[src/rtl/matrix_column_scanner.sv]
// Column strobe generator and frame-aligned irrigation-mode latch for the LED matrix decoder.
// Optional build macro MODE_DEBOUNCE_EN: mode changes need DEB_FRAMES identical frame-boundary samples.
module matrix_column_scanner #(
   parameter int SCAN_DIV   = 50000,
   parameter int DEB_FRAMES = 3
) (
   input  logic clk,
   input  logic rst_n,
   input  logic en,
   input  logic as_req,
   input  logic gt_req,
   output logic as,
   output logic gt,
   output logic C0,
   output logic C1,
   output logic C2,
   output logic C3,
   output logic C4,
   output logic frame_tick,
   output logic conflict
);

   localparam int CNT_W = (SCAN_DIV > 2) ? $clog2(SCAN_DIV) : 1;
   localparam logic [CNT_W-1:0] CNT_LAST = CNT_W'(SCAN_DIV - 1);

   generate
      if ((SCAN_DIV < 2) || (DEB_FRAMES < 1)) begin : g_bad_params
         $error("matrix_column_scanner: SCAN_DIV must be >= 2 and DEB_FRAMES >= 1");
      end
   endgenerate

   // Two-flop synchronisers for the asynchronous mode requests
   logic as_meta_reg, as_s_reg;
   logic gt_meta_reg, gt_s_reg;

   always_ff @(posedge clk or negedge rst_n) begin
      if (!rst_n) begin
         as_meta_reg <= 1'b0;
         as_s_reg    <= 1'b0;
         gt_meta_reg <= 1'b0;
         gt_s_reg    <= 1'b0;
      end else begin
         as_meta_reg <= as_req;
         as_s_reg    <= as_meta_reg;
         gt_meta_reg <= gt_req;
         gt_s_reg    <= gt_meta_reg;
      end
   end

   logic [CNT_W-1:0] cnt_reg;
   logic [2:0]       col_idx_reg;
   logic [4:0]       col_oh_reg;
   logic             tick_reg;
   logic             wrap;
   logic             boundary;

   assign wrap     = (cnt_reg == CNT_LAST);
   // The C4 -> C0 edge; col_oh_reg[4] is only set while scanning
   assign boundary = en && col_oh_reg[4] && wrap;

   always_ff @(posedge clk or negedge rst_n) begin
      if (!rst_n) begin
         cnt_reg     <= '0;
         col_idx_reg <= 3'd0;
         col_oh_reg  <= 5'b00000;
         tick_reg    <= 1'b0;
      end else if (!en) begin
         cnt_reg     <= '0;
         col_idx_reg <= 3'd0;
         col_oh_reg  <= 5'b00000;
         tick_reg    <= 1'b0;
      end else if (col_oh_reg == 5'b00000) begin
         // Start-up: first enabled edge shows C0 for a full column period
         cnt_reg     <= '0;
         col_idx_reg <= 3'd0;
         col_oh_reg  <= 5'b00001;
         tick_reg    <= 1'b0;
      end else if (wrap) begin
         cnt_reg     <= '0;
         col_idx_reg <= (col_idx_reg == 3'd4) ? 3'd0 : col_idx_reg + 3'd1;
         col_oh_reg  <= {col_oh_reg[3:0], col_oh_reg[4]};
         tick_reg    <= col_oh_reg[4];
      end else begin
         cnt_reg     <= cnt_reg + 1'b1;
         tick_reg    <= 1'b0;
      end
   end

   logic as_reg, gt_reg, conflict_reg;

`ifdef MODE_DEBOUNCE_EN
   localparam int DEB_W = $clog2(DEB_FRAMES + 1);
   localparam logic [DEB_W-1:0] DEB_FULL = DEB_W'(DEB_FRAMES);
   localparam logic [DEB_W-1:0] DEB_ONE  = DEB_W'(1);

   logic [1:0]       cand_reg;
   logic [DEB_W-1:0] stable_reg;
   logic [DEB_W-1:0] stable_next;

   // Count of consecutive boundaries showing the same candidate, saturating at DEB_FRAMES
   always_comb begin
      stable_next = DEB_ONE;
      if ((stable_reg != '0) && ({as_s_reg, gt_s_reg} == cand_reg)) begin
         stable_next = (stable_reg == DEB_FULL) ? DEB_FULL : stable_reg + DEB_ONE;
      end
   end

   always_ff @(posedge clk or negedge rst_n) begin
      if (!rst_n) begin
         cand_reg     <= 2'b00;
         stable_reg   <= '0;
         as_reg       <= 1'b0;
         gt_reg       <= 1'b0;
         conflict_reg <= 1'b0;
      end else if (!en) begin
         cand_reg   <= 2'b00;
         stable_reg <= '0;
      end else if (boundary) begin
         cand_reg   <= {as_s_reg, gt_s_reg};
         stable_reg <= stable_next;
         if (stable_next == DEB_FULL) begin
            if (as_s_reg && gt_s_reg) begin
               conflict_reg <= 1'b1;
            end else begin
               as_reg       <= as_s_reg;
               gt_reg       <= gt_s_reg;
               conflict_reg <= 1'b0;
            end
         end
      end
   end
`else
   always_ff @(posedge clk or negedge rst_n) begin
      if (!rst_n) begin
         as_reg       <= 1'b0;
         gt_reg       <= 1'b0;
         conflict_reg <= 1'b0;
      end else if (boundary) begin
         // Both requests at once: keep the displayed mode, flag the conflict
         if (as_s_reg && gt_s_reg) begin
            conflict_reg <= 1'b1;
         end else begin
            as_reg       <= as_s_reg;
            gt_reg       <= gt_s_reg;
            conflict_reg <= 1'b0;
         end
      end
   end
`endif

   assign as         = as_reg;
   assign gt         = gt_reg;
   assign conflict   = conflict_reg;
   assign frame_tick = tick_reg;
   assign C0         = col_oh_reg[0];
   assign C1         = col_oh_reg[1];
   assign C2         = col_oh_reg[2];
   assign C3         = col_oh_reg[3];
   assign C4         = col_oh_reg[4];

endmodule
[config.mk]
export PLATFORM = sky130hd
export DESIGN_NAME = matrix_column_scanner
export DESIGN_NICKNAME = d
export VERILOG_FILES = /design/src/rtl/matrix_column_scanner.sv
export SDC_FILE = /design/constraint.sdc
export NUM_CORES = 1
export LEC_CHECK = 0
export ABC_AREA = 0
export BUFFER_PORTS_ARGS = -buffer_cell sky130_fd_sc_hd__clkbuf_2
export CORE_MARGIN = 2
export CORE_UTILIZATION = 49
export CTS_CLUSTER_SIZE = 25
export DETAILED_ROUTE_END_ITERATION = 16
export PLACE_DENSITY_LB_ADDON = 0.3
export SYNTH_ARGS = -nofsm -noshare
export SYNTH_HDL_FRONTEND = slang
export SYNTH_SLANG_ARGS = --single-unit
[constraint.sdc]
create_clock -name clk -period 4.75 [get_ports clk]
set_clock_uncertainty 0.1 [all_clocks]
set_input_delay 0.95 -clock clk [delete_from_list [all_inputs] [get_ports clk]]
set_output_delay 0.95 -clock clk [all_outputs]
set_load 0.02 [all_outputs]
==> results of run 1 <==
-- cells by family (layout without fill, tap and decap cells) --
logic type      Yosys count  count (layout)  share of synthesized area
xor+xnor                 12              12                     0.0774
simple gates             54              54                      0.247
flops                    29              29                      0.534
compound gates           18              18                     0.0921
buf+inv                   8              25                     0.0331
mux                       1               1                    0.00737
fa+ha+maj                 1               1                    0.00921
-- layout make-up --
class                           count  area [um^2]  area share
Timing Repair Buffer               13         65.1      0.0428
Multi-Input combinational cell     86          588       0.387
Tap cell                           31         38.8      0.0255
Inverter                            4         15.0     0.00987
Clock inverter                      2         37.5      0.0247
Sequential cell                    29          726       0.477
Clock buffer                        6         51.3      0.0337
-- stage by stage --
stage / setup WS, ns / hold slack [ns]
4_1_cts: 2.74 / 0.269
5_1_grt: 2.66 / 0.283
6_report: 2.76 / 0.263
2_1_floorplan: 3.14 / 0.231
3_5_place_dp: 2.83 / 0.239
3_3_place_gp: 2.91 / 0.231
-- power groups by stage --
stage | logic (W) | registers, W | clock network, W
after detailed placement | 0.0000166 | 0.000257 | 0
final | 0.0000158 | 0.000252 | 0.000215
after CTS | 0.0000166 | 0.000252 | 0.000220
after global placement | 0.0000158 | 0.000257 | 0
after global routing | 0.0000186 | 0.000253 | 0.000230
after floorplan | 0.00000732 | 0.000257 | 0
-- layer usage --
metal / vias to the layer above / share of wire / track usage
met1: 448 / 0.47 / 0.229
li1: 462 / - / -
met4: 0 / 0.029 / 0.122
met3: 8 / 0.039 / 0.0484
met5: - / 0 / 0
met2: 18 / 0.46 / 0.277
-- cell usage after synthesis (2+ instances only) --
cell | number | share of area
a21boi_0 | 4 | 0.022
a21oi_1 | 3 | 0.011
and3_1 | 5 | 0.023
and4_1 | 2 | 0.013
buf_4 | 2 | 0.011
dfrtp_1 | 29 | 0.53
inv_1 | 4 | 0.011
nand2_1 | 6 | 0.017
nand3_1 | 10 | 0.037
nand3_4 | 2 | 0.026
nand4_1 | 5 | 0.023
nor2_1 | 16 | 0.044
o21ai_0 | 7 | 0.026
or3_1 | 2 | 0.0092
xnor2_1 | 3 | 0.019
xor2_1 | 9 | 0.058
-- worst min-delay path by stage --
| stage | from | end | slack, ns | cells past startpoint |
|---|---|---|---|---|
| after global routing | gt_meta_reg$_DFF_PN0_ | gt_s_reg$_DFF_PN0_ | 0.28 | 0 |
| after floorplan | as_meta_reg$_DFF_PN0_ | as_s_reg$_DFF_PN0_ | 0.23 | 0 |
| after CTS | as_meta_reg$_DFF_PN0_ | as_s_reg$_DFF_PN0_ | 0.27 | 0 |
| final | as_meta_reg$_DFF_PN0_ | as_s_reg$_DFF_PN0_ | 0.26 | 0 |
| after global placement | gt_meta_reg$_DFF_PN0_ | gt_s_reg$_DFF_PN0_ | 0.23 | 0 |
| after detailed placement | as_meta_reg$_DFF_PN0_ | as_s_reg$_DFF_PN0_ | 0.24 | 0 |
==> flow_summary.toml, run 1 <==
[cts]
cts_made_buffers = 5
root_buffer = "clkbuf_4"
cts_max_path_buffers = 2
htreeDepth = 2
cts.sinks = 29
clock_latency_ns = 0.33
cts_tree = "yes"
cts_setup_buffers = 0
holdBufCountCts = 0
clk_pin_slew_worst_paths_ns = 0.09
post_cts_resized = 0

[place]
dp_hpwl_um = 1700
placed_area_mm2 = 0.00143
io_buffers = 13
dp.cells = 163
gp_congestion = 0.798

[sta]
tightestPinTransition_ns = 0.700
final-setup-viol-count = 0
rsz0062_at_grt = "false"
fin_tns_setup_ns = 0
fmax_ghz = 0.503
slew_headroom = 0.533
drv_slew = 0
period_share = 0.418
hold_viol = 0
fin_crit_ns = 1.99

[yosys]
synthCells = 123
synth_seq_cells = 29
synthArstFlopShare = 1.00
synth-edff-count = 0
syn_avg_cell_area_um2 = 11.0
synth_top_flop_cell = "dfrtp_1"
ys_types = 30
synth_nets = 129
yosysWarnings = 0
synth_area_mm2 = 0.00136
ys_seq_area_frac = 0.534

[pwr]
p_per_area_mw_per_mm2 = 317
vdd_ir_drop_max_v = 0.000283
total_power_w = 0.000483
comb_power_share = 0.033
power.leakage_nw = 0.670
p_sw_w = 0.000103
swShare = 0.214
p_clk_frac = 0.445
p_int_w = 0.000380
seq_power_share = 0.522

[critical_path]
cpPeakStageDelay_ns = 0.42
cp_top_family = "flip-flops"
rr_endpoint = "cnt_reg[6]$_DFF_PN0_"
cp_cell_sequence = "clkbuf_2"
start_kind = "register"
required_ns = 3.70
path_max_fanout = 5
startpoint = "col_oh_reg[4]$_DFFE_PN0P_"
slowest_stage = "dfrtp_1"
regToRegSetupSlack_ns = 2.84
reg2reg_depth = 5
critical_path_arrival_ns = 0.94
endpoint_kind = "output port"
crit_buf_inv = 1
endpoint = "C4"
r2r-start = "cnt_reg[0]$_DFF_PN0_"
crit_type = "reg -> out"
cp.depth = 1

[route]
postRouteAntennaNets = 0
vias = 936
drcViolationCount = 0
wirelength_um = 2420
dr.pass1.iters = 4
detail_route.vias_per_cell = 5.47
first_iter_violations = 33
wl_per_cell_um = 14.1

[final_layout]
final_area_mm2 = 0.00152
layout_common_cells = "dfrtp_1 (29), nor2_1 (16), clkbuf_2 (13)"
insertedDiodeCount = 0
areaGrowthSynthToFinish_pct = 12.0
fillers = 245
stdcell_count = 171
post-route-util = 0.566
largest_reg_flops = 16
nets = 145
drive_above_1_share = 0.200
final_common_cell = "dfrtp_1"

[floorplanning]
num_io_pins = 14
rows = 19
initial_utilization = 0.506
dieHeight_um = 56.7
core_mm2 = 0.00269
fp.dieW_um = 56.7
die_area_mm2 = 0.00321

[job]
max_cap_violations = 0

[global_routing]
grt_overflow = 0
antenna_found_initial = 0
grt_pass1_wl_um = 4330
grtUsageTotal = 0.183
first_global_vias = 960
grt_max_degree = 30

[status]
status = "finished clean"

[hold_path]
min_path_type = "reg -> reg"
Note: power is estimated with default switching activity, not from simulation.
==> run 2, diff against run 1 <==
Settings changed: ABC_AREA 0 to 1.
Clock period 4.75 ns to 1.7 ns, I/O delays scaled along.
==> flow_summary.toml, run 2 <==
[global_routing]
antenna_found_initial = 0
grt_overflow = 0
first_global_vias = 1198
grt_max_degree = 30
grtUsageTotal = 0.199
grt_pass1_wl_um = 5260

[critical_path]
reg2reg_depth = 7
start_kind = "register"
crit_type = "reg -> reg"
regToRegSetupSlack_ns = 0.18
rr_endpoint = "col_oh_reg[2]$_DFFE_PN0P_"
startpoint = "cnt_reg[0]$_DFF_PN0_"
path_max_fanout = 6
r2r-start = "cnt_reg[0]$_DFF_PN0_"
critical_path_arrival_ns = 1.63
required_ns = 1.82
endpoint_kind = "register"
endpoint = "col_oh_reg[2]$_DFFE_PN0P_"

[place]
io_buffers = 13
post-place-ws_ns = 0.144
gp_congestion = 0.859
dp_hpwl_um = 2230

[route]
wl_per_cell_um = 11.5
vias = 1319
wirelength_um = 3050
dr.pass1.iters = 4
postRouteAntennaNets = 0
drcViolationCount = 0
detail_route.vias_per_cell = 4.98
first_iter_violations = 56

[final_layout]
areaGrowthSynthToFinish_pct = 15.4
insertedDiodeCount = 0
layout_common_cells = "nand2_1 (55), nor2_1 (34), dfrtp_1 (29)"
final_common_cell = "nand2_1"
nets = 237
drive_above_1_share = 0.185
largest_reg_flops = 16
fillers = 288

[job]
max_cap_violations = 0

[sta]
fmax_ghz = 0.659
period_share = 0.892
hold_viol = 0
fin_ws_ns = 0.183
rsz0062_at_grt = "false"
fin_tns_setup_ns = 0
drv_slew = 0
slew_headroom = 0.758
final-setup-viol-count = 0
tightestPinTransition_ns = 0.363
fin_crit_ns = 1.52

[pwr]
power.leakage_nw = 0.874
total_power_w = 0.00163
seq_power_share = 0.483
p_clk_frac = 0.292
swShare = 0.321
comb_power_share = 0.224
p_int_w = 0.00111
p_per_area_mw_per_mm2 = 924
vdd_ir_drop_max_v = 0.000536
p_sw_w = 0.000524

[yosys]
yosysMostFrequentCell = "nand2_1"
synth_nets = 213
synth_seq_cells = 29
synth_top_flop_cell = "dfrtp_1"
synthCells = 207
synth_area_mm2 = 0.00153
synth-edff-count = 0
ys_seq_area_frac = 0.474
synth_area_leaders = "dfrtp_1 (47%), nand2_1 (13%), nor2_1 (8.6%), nand3_1 (7.8%), inv_1 (6.1%)"
synthArstFlopShare = 1.00
syn_avg_cell_area_um2 = 7.39
yosys.area.top_type = "dfrtp_1"
yosysTopAreaCellShare = 0.474
netlist_top_cells_count = "nand2_1 (55), nor2_1 (35), dfrtp_1 (29)"
yosysWarnings = 0
ys_types = 19

[floorplanning]
core_mm2 = 0.00300
num_io_pins = 14
dieHeight_um = 59.9
die_area_mm2 = 0.00359
initial_utilization = 0.510
fp.dieW_um = 59.9
rows = 20

[cts]
clock_latency_ns = 0.33
cts_tree = "yes"
cts_max_path_buffers = 2
clk_pin_slew_worst_paths_ns = 0.09
root_buffer = "clkbuf_4"
cts_made_buffers = 5
cts.sinks = 29
htreeDepth = 2

[hold_path]
min_path_type = "in -> reg"

[status]
status = "finished clean"
## run 2: area by class of cell
class,count,area (um^2),area share
clock buffer,7,65.1,0.0369
sequential,29,726,0.411
clock inverter,1,5.00,0.00283
inverter,30,113,0.0638
timing repair buffer,20,125,0.0709
tap,33,41.3,0.0234
multi-input combinational,145,691,0.391
## run 2: logic make-up (layout without fill, tap and decap cells)
logic type      after synthesis  after routing  synth area share
xor+xnor                      5              5            0.0286
buf+inv                      33             58            0.0875
flops                        29             29             0.474
fa+ha+maj                     1              1           0.00818
simple gates                135            135             0.388
compound gates                4              4            0.0131
## run 2: how the worst min path moves through the flow
stage                     startpoint                     to  slack, ns  depth (start not counted)
4_1_cts                       as_req  as_meta_reg$_DFF_PN0_      0.005                          1
6_report                          en   frame_tick$_DFF_PN0_       0.23                          3
3_5_place_dp   as_meta_reg$_DFF_PN0_     as_s_reg$_DFF_PN0_       0.23                          0
3_3_place_gp   as_meta_reg$_DFF_PN0_     as_s_reg$_DFF_PN0_       0.23                          0
2_1_floorplan                  rst_n         as$_DFFE_PN0P_      -0.06                          0
5_1_grt                           en   frame_tick$_DFF_PN0_       0.23                          3
## run 2: timing repair
action,in CTS,in global routing
gates resized for setup,0,5
buffers inserted,0,0
hold buffers,1,2
endpoints found under the setup margin,0,12
hold endpoints to repair,29,2
## run 2: metrics by stage
stage	cells	hold slack, ns	util	instance area, um^2
final	265	0.234	0.588	1770
after global routing	265	0.230	0.588	1770
after CTS	263	0.00544	0.575	1730
after detailed placement	254	0.235	0.548	1650
after global placement	254	0.231	0.548	1650
after floorplan	207	-0.0556	-	1530
## run 2: metal layers
layer	wire length (um)	share of wire	vias up	global-route usage
met5	0	0	-	0
met2	1420	0.47	26	0.309
met4	16	0.0052	0	0.0635
met3	183	0.060	2	0.0606
met1	1430	0.47	602	0.264
li1	-	-	689	-
## run 2: power by group through the flow
stage	clock network [W]	logic (W)	registers (W)
final	0.000477	0.000366	0.000788
after global routing	0.000531	0.000414	0.000801
after CTS	0.000491	0.000359	0.000788
after detailed placement	0	0.000355	0.000800
after global placement	0	0.000352	0.000798
after floorplan	0	0.000229	0.000830
## run 2: critical path, stage by stage, from the launching register on
cell,delay [ns]
dfrtp_1,0.39
ha_2,0.21
nand2_1,0.08
nor2_2,0.18
nand3_2,0.16
buf_4,0.19
nand3_1,0.07
nand2_1,0.05
==> run 3, diff against run 2 <==
Settings changed: CTS_BUF_LIST set to sky130_fd_sc_hd__clkbuf_8.
==> flow_summary.toml, run 3 (same netlist as run 2, synthesis figures left out) <==
[status]
status = "finished clean"

[route]
first_iter_violations = 57
wirelength_um = 3000
drcViolationCount = 0
vias = 1331
detail_route.vias_per_cell = 5.06
wl_per_cell_um = 11.4
postRouteAntennaNets = 0
dr.pass1.iters = 4

[critical_path]
cp_cell_sequence = "ha_1, nand2_1, nor2_2, nand3_1, nor2_4, nand2_1, nand2_1, nand2_1"
path_max_fanout = 4
crit_type = "reg -> reg"
required_ns = 1.78
cp_common_cell = "nand2_1"
endpoint_kind = "register"
regToRegSetupSlack_ns = 0.20
start_kind = "register"
crit_buf_inv = 0
slowest_stage = "dfrtp_1"
cp_top_family = "simple AND/OR/NAND/NOR gates"
critical_path_arrival_ns = 1.58
cpPeakStageDelay_ns = 0.37

[pwr]
swShare = 0.305
p_int_w = 0.00123
p_per_area_mw_per_mm2 = 1000
power.leakage_nw = 0.881
p_sw_w = 0.000539
vdd_ir_drop_max_v = 0.000603
comb_power_share = 0.204
seq_power_share = 0.445
p_clk_frac = 0.351

[final_layout]
post-route-util = 0.589
nets = 235
largest_reg_flops = 16
fillers = 284
drive_above_1_share = 0.178
final_common_cell = "nand2_1"
layout_common_cells = "nand2_1 (55), nor2_1 (34), dfrtp_1 (29)"
areaGrowthSynthToFinish_pct = 15.6
stdcell_count = 263
final_area_mm2 = 0.00177
insertedDiodeCount = 0

[global_routing]
first_global_vias = 1187
grt_max_degree = 30
grtUsageTotal = 0.201
antenna_found_initial = 0
grt_overflow = 0
grt_pass1_wl_um = 5240

[sta]
fin_crit_ns = 1.50
rsz0062_at_grt = "false"
tightestPinTransition_ns = 0.357
slew_headroom = 0.762
period_share = 0.883
final-setup-viol-count = 0
hold_viol = 0
drv_slew = 0
fin_tns_setup_ns = 0
fmax_ghz = 0.666
fin_ws_ns = 0.198

[cts]
clk_pin_slew_worst_paths_ns = 0.06
cts_tree = "yes"
clock_latency_ns = 0.28
root_buffer = "clkbuf_8"
cts.sinks = 29
cts_setup_buffers = 0
htreeDepth = 2
cts_max_path_buffers = 2
cts_made_buffers = 5

[place]
placed_area_mm2 = 0.00165
dp_hpwl_um = 2230
dp.cells = 254
gp_congestion = 0.859
post-place-ws_ns = 0.144
io_buffers = 13

[floorplanning]
die_area_mm2 = 0.00359
rows = 20
dieHeight_um = 59.9
initial_utilization = 0.510
fp.dieW_um = 59.9
num_io_pins = 14
core_mm2 = 0.00300

[job]
max_cap_violations = 0

[hold_path]
min_path_type = "in -> reg"
## run 3: timing repair
action,CTS,global route
gates resized for setup,0,3
hold buffers,1,0
endpoints found under the hold margin,29,0
endpoints found under the setup margin,0,4
## run 3: final cells by class
| cell class | count | area [um^2] | share of cell area |
|---|---|---|---|
| clock buffer | 7 | 96.3 | 0.0545 |
| clock inverter | 1 | 5.00 | 0.00283 |
| inverter | 30 | 113 | 0.0636 |
| multi-input combinational | 145 | 683 | 0.386 |
| sequential | 29 | 726 | 0.410 |
| tap | 33 | 41.3 | 0.0233 |
| timing repair buffer | 18 | 105 | 0.0594 |
## run 3: final timing paths
path | start | to | depth (start not counted)
max in group asynchronous | rst_n | cnt_reg[2]$_DFF_PN0_ | 3
max | cnt_reg[0]$_DFF_PN0_ | conflict$_DFFE_PN0P_ | 8
max reg2reg | cnt_reg[0]$_DFF_PN0_ | conflict$_DFFE_PN0P_ | 8
min | gt_req | gt_meta_reg$_DFF_PN0_ | 1
min reg2reg | as_meta_reg$_DFF_PN0_ | as_s_reg$_DFF_PN0_ | 0
min in group asynchronous | rst_n | cnt_reg[5]$_DFF_PN0_ | 3
## run 3: power by group through the flow
stage	Sequential [W]	Combinational [W]	Clock [W]
after CTS	0.000788	0.000359	0.000639
after global routing	0.000799	0.000406	0.000674
final	0.000787	0.000362	0.000620
after global placement	0.000798	0.000352	0
after floorplan	0.000830	0.000229	0
after detailed placement	0.000800	0.000355	0
## run 3: through the flow
step / power [W] / hold slack, ns
after detailed placement: 0.00116 / 0.235
final: 0.00177 / 0.0617
after floorplan: 0.00106 / -0.0556
after CTS: 0.00179 / 0.0521
after global placement: 0.00115 / 0.231
after global routing: 0.00188 / 0.0461
## run 3: layer usage
layer	part of all wire	vias to the layer above	global-route usage
met4	0.020	0	0.0762
met2	0.45	27	0.309
li1	-	687	-
met3	0.060	6	0.0649
met1	0.47	611	0.264
met5	0	-	0
